**src/rtl/fifo_write_arbiter_if.sv**
```systemverilog
// rtl/fifo_write_arbiter_if.sv - producer and fifo write-side signal bundle for fifo_write_arbiter
//
// Purpose: groups the requester handshakes, the fifo write port and the grant status.
// Ports (slave = arbiter side):
//   req_valid/req_data/req_last  in   per-requester beat, requester i data at [i*width +: width]
//   req_ready                    out  per-requester accept
//   fifo_full                    in   fifo write side full
//   fifo_write_enable/_data_in   out  fifo write strobe and data
//   grant_id                     out  registered index of the granted requester
//   busy                         out  high while a grant is held
interface fifo_write_arbiter_if #(
  parameter int width = 8,
  parameter int n_req = 2
);
  localparam int gid_w = (n_req > 1) ? $clog2(n_req) : 1;

  logic [n_req-1:0]       req_valid;
  logic [n_req*width-1:0] req_data;
  logic [n_req-1:0]       req_last;
  logic [n_req-1:0]       req_ready;
  logic                   fifo_full;
  logic                   fifo_write_enable;
  logic [width-1:0]       fifo_data_in;
  logic [gid_w-1:0]       grant_id;
  logic                   busy;

  modport slave (
    input  req_valid, req_data, req_last, fifo_full,
    output req_ready, fifo_write_enable, fifo_data_in, grant_id, busy
  );

  modport master (
    output req_valid, req_data, req_last, fifo_full,
    input  req_ready, fifo_write_enable, fifo_data_in, grant_id, busy
  );
endinterface

```
**src/rtl/fifo_write_arbiter.sv**
```systemverilog
// rtl/fifo_write_arbiter.sv - packet-atomic round-robin arbiter for one fifo write port
//
// Purpose: shares a single fifo write port between n_req producers. A granted producer keeps
// the port until its last beat, max_burst accepted beats, or timeout cycles without an accept.
// Ports:
//   clock   in  rising-edge clock
//   resetn  in  asynchronous active-low reset
//   bus     slave modport of fifo_write_arbiter_if (requesters, fifo write side, status)
module fifo_write_arbiter #(
  parameter int width     = 8,
  parameter int n_req     = 2,
  parameter int max_burst = 4,
  parameter int timeout   = 16
) (
  input  logic                 clock,
  input  logic                 resetn,
  fifo_write_arbiter_if.slave  bus
);

  localparam int gid_w = (n_req > 1) ? $clog2(n_req) : 1;
  localparam int bc_w  = $clog2(max_burst + 1);
  localparam int ic_w  = (timeout > 1) ? $clog2(timeout) : 1;

  typedef enum logic {IDLE, BURST} state_e;

  state_e             state_q, state_d;
  logic [gid_w-1:0]   rr_ptr_q, rr_ptr_d;
  logic [gid_w-1:0]   grant_id_q, grant_id_d;
  logic [bc_w-1:0]    beat_cnt_q, beat_cnt_d;
  logic [ic_w-1:0]    idle_cnt_q, idle_cnt_d;

  logic               g_valid, g_last;
  logic [width-1:0]   g_data;
  logic [gid_w-1:0]   pick, cand;
  logic               pick_found;
  logic               accept;

  logic [n_req-1:0]   req_ready;
  logic               fifo_we;
  logic [width-1:0]   fifo_data;
  logic               busy;

  // Signals of the currently granted requester.
  always_comb begin
    g_valid = 1'b0;
    g_last  = 1'b0;
    g_data  = '0;
    for (int i = 0; i < n_req; i++) begin
      if (grant_id_q == gid_w'(i)) begin
        g_valid = bus.req_valid[i];
        g_last  = bus.req_last[i];
        g_data  = bus.req_data[i*width +: width];
      end
    end
  end

  // Round-robin search starting just after the last granted index, wrapping at n_req.
  always_comb begin
    pick       = '0;
    pick_found = 1'b0;
    cand       = '0;
    for (int k = 1; k <= n_req; k++) begin
      cand = gid_w'((int'(rr_ptr_q) + k) % n_req);
      if (!pick_found && bus.req_valid[cand]) begin
        pick       = cand;
        pick_found = 1'b1;
      end
    end
  end

  assign accept = (state_q == BURST) && g_valid && !bus.fifo_full;

  // State register.
  always_ff @(posedge clock or negedge resetn) begin
    if (!resetn) begin
      state_q    <= IDLE;
      rr_ptr_q   <= gid_w'(n_req - 1);
      grant_id_q <= '0;
      beat_cnt_q <= '0;
      idle_cnt_q <= '0;
    end else begin
      state_q    <= state_d;
      rr_ptr_q   <= rr_ptr_d;
      grant_id_q <= grant_id_d;
      beat_cnt_q <= beat_cnt_d;
      idle_cnt_q <= idle_cnt_d;
    end
  end

  // Next-state logic.
  always_comb begin
    state_d    = state_q;
    rr_ptr_d   = rr_ptr_q;
    grant_id_d = grant_id_q;
    beat_cnt_d = beat_cnt_q;
    idle_cnt_d = idle_cnt_q;
    case (state_q)
      IDLE: begin
        if (pick_found) begin
          state_d    = BURST;
          grant_id_d = pick;
          rr_ptr_d   = pick;
          beat_cnt_d = '0;
          idle_cnt_d = '0;
        end
      end
      BURST: begin
        if (accept) begin
          beat_cnt_d = beat_cnt_q + 1'b1;
          idle_cnt_d = '0;
          // A burst-cap cut leaves the packet open; the producer resumes on its next grant.
          if (g_last || (beat_cnt_q == bc_w'(max_burst - 1))) begin
            state_d = IDLE;
          end
        end else begin
          // Stalls on fifo_full count toward the timeout just like an absent valid.
          idle_cnt_d = idle_cnt_q + 1'b1;
          if (idle_cnt_q == ic_w'(timeout - 1)) begin
            state_d = IDLE;
          end
        end
      end
      default: state_d = IDLE;
    endcase
  end

  // Outputs: only the granted requester ever sees ready, so other producers' data never reaches the fifo.
  always_comb begin
    req_ready = '0;
    fifo_we   = 1'b0;
    fifo_data = '0;
    busy      = 1'b0;
    if (state_q == BURST) begin
      busy      = 1'b1;
      fifo_we   = g_valid && !bus.fifo_full;
      fifo_data = g_data;
      for (int i = 0; i < n_req; i++) begin
        req_ready[i] = (grant_id_q == gid_w'(i)) && !bus.fifo_full;
      end
    end
  end

  assign bus.req_ready         = req_ready;
  assign bus.fifo_write_enable = fifo_we;
  assign bus.fifo_data_in      = fifo_data;
  assign bus.grant_id          = grant_id_q;
  assign bus.busy              = busy;

endmodule

```
**src/flat_wrapper.sv**
```systemverilog
// flat-port wrapper written by rule: the top's interface ports become plain ports
module fifo_write_arbiter_flat 
#(
  parameter int width     = 8,
  parameter int n_req     = 2,
  parameter int max_burst = 4,
  parameter int timeout   = 16
)
  (clock, resetn, bus_req_valid, bus_req_data, bus_req_last, bus_fifo_full, bus_req_ready, bus_fifo_write_enable, bus_fifo_data_in, bus_grant_id, bus_busy);
  fifo_write_arbiter_if #(.width(width), .n_req(n_req)) bus_i ();
  input  logic clock;
  input  logic resetn;
  input wire logic [$bits(bus_i.req_valid)-1:0] bus_req_valid;
  input wire logic [$bits(bus_i.req_data)-1:0] bus_req_data;
  input wire logic [$bits(bus_i.req_last)-1:0] bus_req_last;
  input wire logic [$bits(bus_i.fifo_full)-1:0] bus_fifo_full;
  output wire logic [$bits(bus_i.req_ready)-1:0] bus_req_ready;
  output wire logic [$bits(bus_i.fifo_write_enable)-1:0] bus_fifo_write_enable;
  output wire logic [$bits(bus_i.fifo_data_in)-1:0] bus_fifo_data_in;
  output wire logic [$bits(bus_i.grant_id)-1:0] bus_grant_id;
  output wire logic [$bits(bus_i.busy)-1:0] bus_busy;
  assign bus_i.req_valid = bus_req_valid;
  assign bus_i.req_data = bus_req_data;
  assign bus_i.req_last = bus_req_last;
  assign bus_i.fifo_full = bus_fifo_full;
  assign bus_req_ready = bus_i.req_ready;
  assign bus_fifo_write_enable = bus_i.fifo_write_enable;
  assign bus_fifo_data_in = bus_i.fifo_data_in;
  assign bus_grant_id = bus_i.grant_id;
  assign bus_busy = bus_i.busy;
  fifo_write_arbiter #(.width(width), .n_req(n_req), .max_burst(max_burst), .timeout(timeout)) u_core (.clock(clock), .resetn(resetn), .bus(bus_i));
endmodule
```
**config.mk**
```make
export PLATFORM = sky130hd
export DESIGN_NAME = fifo_write_arbiter_flat
export DESIGN_NICKNAME = d
export VERILOG_FILES = /design/src/rtl/fifo_write_arbiter_if.sv /design/src/rtl/fifo_write_arbiter.sv /design/src/flat_wrapper.sv
export SDC_FILE = /design/constraint.sdc
export NUM_CORES = 1
export LEC_CHECK = 0
export ABC_AREA = 1
export CORE_MARGIN = 4
export CORE_UTILIZATION = 41
export CTS_CLUSTER_DIAMETER = 120
export DETAILED_ROUTE_END_ITERATION = 6
export PLACE_DENSITY = 0.83
export REMOVE_ABC_BUFFERS = 1
export SLEW_MARGIN = 5
export SYNTH_ARGS = -nofsm -noshare
export SYNTH_HDL_FRONTEND = slang
export SYNTH_SLANG_ARGS = --single-unit
```
**constraint.sdc**
```tcl
create_clock -name clock -period 3.31 [get_ports clock]
set_input_delay 0.662 -clock clock [delete_from_list [all_inputs] [get_ports clock]]
set_output_delay 0.662 -clock clock [all_outputs]
set_load 0.01 [all_outputs]
```
==> metrics <==
outcome finished, final reports clean; global placement routability congestion 0.812; postcts setup bufs 0; Sink Count 10; core area 0.00156 mm^2; Final nets 161; Final Cycle Share 85.6%; Clk pwr share 10.1%; Reg2Reg Depth 6; Ant. Diodes 0; crit path capture type primary output; row count 14; switching power 351 uW; maximum fanout along the worst path 5; Die W 49.2 um; worst reg2reg startpoint u_core.bus.grant_id; TritonCTS clock tree done; detailed-route DRC error count 0; CP Launch Type primary input; Clock Skews 0.00234 ns; Critical R2R Capture u_core.idle_cnt_q[2]; Critical Path Source bus_req_valid[1]; share of layout cells above drive strength 1 11.9%; gr ovfl total 0; 1st-pass router iterations 4; Clock Tree Buf Depth 2; Post-synth EDFFs 0; Reg2Reg Setup Slack 1.90 ns; Final Hold Fails 0; Area contributors post-synth dfrtp_1 32%, nand2_1 13%, nor2_1 8.6%; Die ar. 0.00242 mm^2; Post-synth top cells 24 x nand2_1, 16 x nor2_1, 11 x nand3_1, 9 x dfrtp_1, 8 x o21ai_0; Avg Inst Size Synth 7.10 um^2; GR met1 Demand/Resource 23.4%; Worst Path Required 2.65 ns; vias in the first global route 705; Chip Height 49.2 um; Max-cap violations 0; Clk Latency, worst-skew pair 0.26 ns; hold buffer count at CTS 0; fmax 353 MHz; total vias in the final route 784; initial core utilization 44.6%; sequential area share after synthesis 36.2%; PD cells 759 mW/mm^2; Slew Viols, Final 0; Comb pwr share 57.7%; worst setup path end bus_fifo_write_enable; Ys Warns 0; Flop pwr share 32.2%; wire per inst 12.9 um; post-DR vias/cell 5.23; htree depth 1; Placed Instance Area 0.00104 mm^2; final instance area 0.00107 mm^2; met2 Use GR 25.4%; Area growth, synth to finish 54.0%; Leak Pwr 0.000496 uW; port bufs 35; # IOs 36; largest net degree at the start of global routing 17; Switching Share 43.2%; aggregate global-route resource usage 17.3%; CTS buffer count 3; Post-CTS Resized 0; Crit path arrival time 2.17 ns; RSZ-0062 raised after global routing false; count of unique library cells instantiated by Yosys 18; HPWL Detailed 1510 um; main flop type after synthesis dfrtp_1; Mapped Cells 98; Crit Path Class in -> out; initial antenna violation count 0; Hold Crit Class reg -> reg; Fin Setup TNS 0 ns; most numerous cell in the Yosys netlist nand2_1; final WL 1940 um; synthesized area 696 um^2; Worst-Margin Slew 0.500 ns; met3 Usage GRT 5.81%; asr flop ratio synth 100%; first-pass GRT wire length 3340 um; final setup vio count 0; Seq cells post-synth 10; P_int 462 uW; busiest grt layer met2; post-route ant nets 0; max_slew headroom 66.7%; root buf cell clkbuf_4; post-layout min period 2.83 ns; DR iter-0 viols 18; Clock transition at path regs 0.06 ns; area leader, netlist dfrtp_1; peak supply drop 0.455 mV; share of the synthesized area in the top cell type 32.4%
[metal layers]
| layer | vias up | share of wire, % |
|---|---|---|
| li1 | 390 | - |
| met1 | 342 | 47 |
| met2 | 46 | 39 |
| met3 | 6 | 12 |
| met4 | 0 | 1.8 |
| met5 | - | 0 |
[worst max-delay path, stage by stage]
cell             delay [ns]
clkdlybuf4s50_1        0.56
nand2_1                0.08
nand2_1                0.10
nand2_2                0.09
nor2_4                 0.12
clkdlybuf4s50_1        0.55
[layout by cell type, fill, tap and decap left out]
master	instances
clkdlybuf4s50_1	35
nand2_1	24
nor2_1	16
nand3_1	11
dfrtp_1	9
o21ai_0	8
inv_1	5
nand2_2	4
o21ai_2	4
nor3_1	3
ha_1	3
clkbuf_4	3
inv_2	2
nand4_1	2
nor2_2	1
nor2_4	1
xnor2_1	1
clkbuf_1	1
dfstp_2	1
[final cells by class]
| class | count | area [um^2] |
|---|---|---|
| Clock buffer | 4 | 26.3 |
| Timing Repair Buffer | 35 | 350 |
| Fill cell | 130 | 488 |
| Sequential cell | 10 | 251 |
| Multi-Input combinational cell | 78 | 397 |
| Tap cell | 16 | 20.0 |
| Inverter | 7 | 26.3 |
[metrics by stage]
step                hold slack (ns)  std cells  setup slack (ns)  utilization [%]  power (uW)
finish                        0.466        150             0.478             68.7         813
global route                  0.477        150             0.362             68.7         887
CTS                           0.468        150             0.477             68.7         817
detailed placement            0.459        146             0.491             67.0         730
global placement              0.456        146             0.546             67.0         717
floorplan                     0.366         95              1.62                -         495
[power groups by stage]
stage          registers (uW)  clock network, uW  logic [uW]
3_5_place_dp              259                  0         471
3_3_place_gp              254                  0         462
6_report                  262               82.2         469
2_1_floorplan             244                  0         251
4_1_cts                   258               83.5         475
5_1_grt                   272               92.4         523
[cell families (layout without fill, tap and decap cells)]
logic type	after synthesis	after routing	share of synthesized area [%]
fa+ha+maj	3	3	5.40
simple gates	62	62	39.6
flops	10	10	36.2
buf+inv	10	46	6.84
compound gates	12	12	10.8
xor+xnor	1	1	1.26
[sequential cells by signal (all words and copies together), names as in the netlist]
signal and cells:
u_core.idle_cnt_q 4, u_core.beat_cnt_q 3, u_core.bus.grant_id 1, u_core.rr_ptr_q 1, u_core.state_q 1
[worst min path at each step]
| stage | slack [ns] | start | endpoint | depth (start not counted) |
|---|---|---|---|---|
| final | 0.47 | u_core.rr_ptr_q | u_core.rr_ptr_q | 2 |
| after global routing | 0.48 | u_core.rr_ptr_q | u_core.rr_ptr_q | 2 |
| after CTS | 0.47 | u_core.rr_ptr_q | u_core.rr_ptr_q | 2 |
| after detailed placement | 0.46 | u_core.rr_ptr_q | u_core.rr_ptr_q | 2 |
| after global placement | 0.46 | u_core.rr_ptr_q | u_core.rr_ptr_q | 2 |
| after floorplan | 0.37 | resetn | u_core.beat_cnt_q[0] | 0 |
Power figures use the tool's default switching activity.
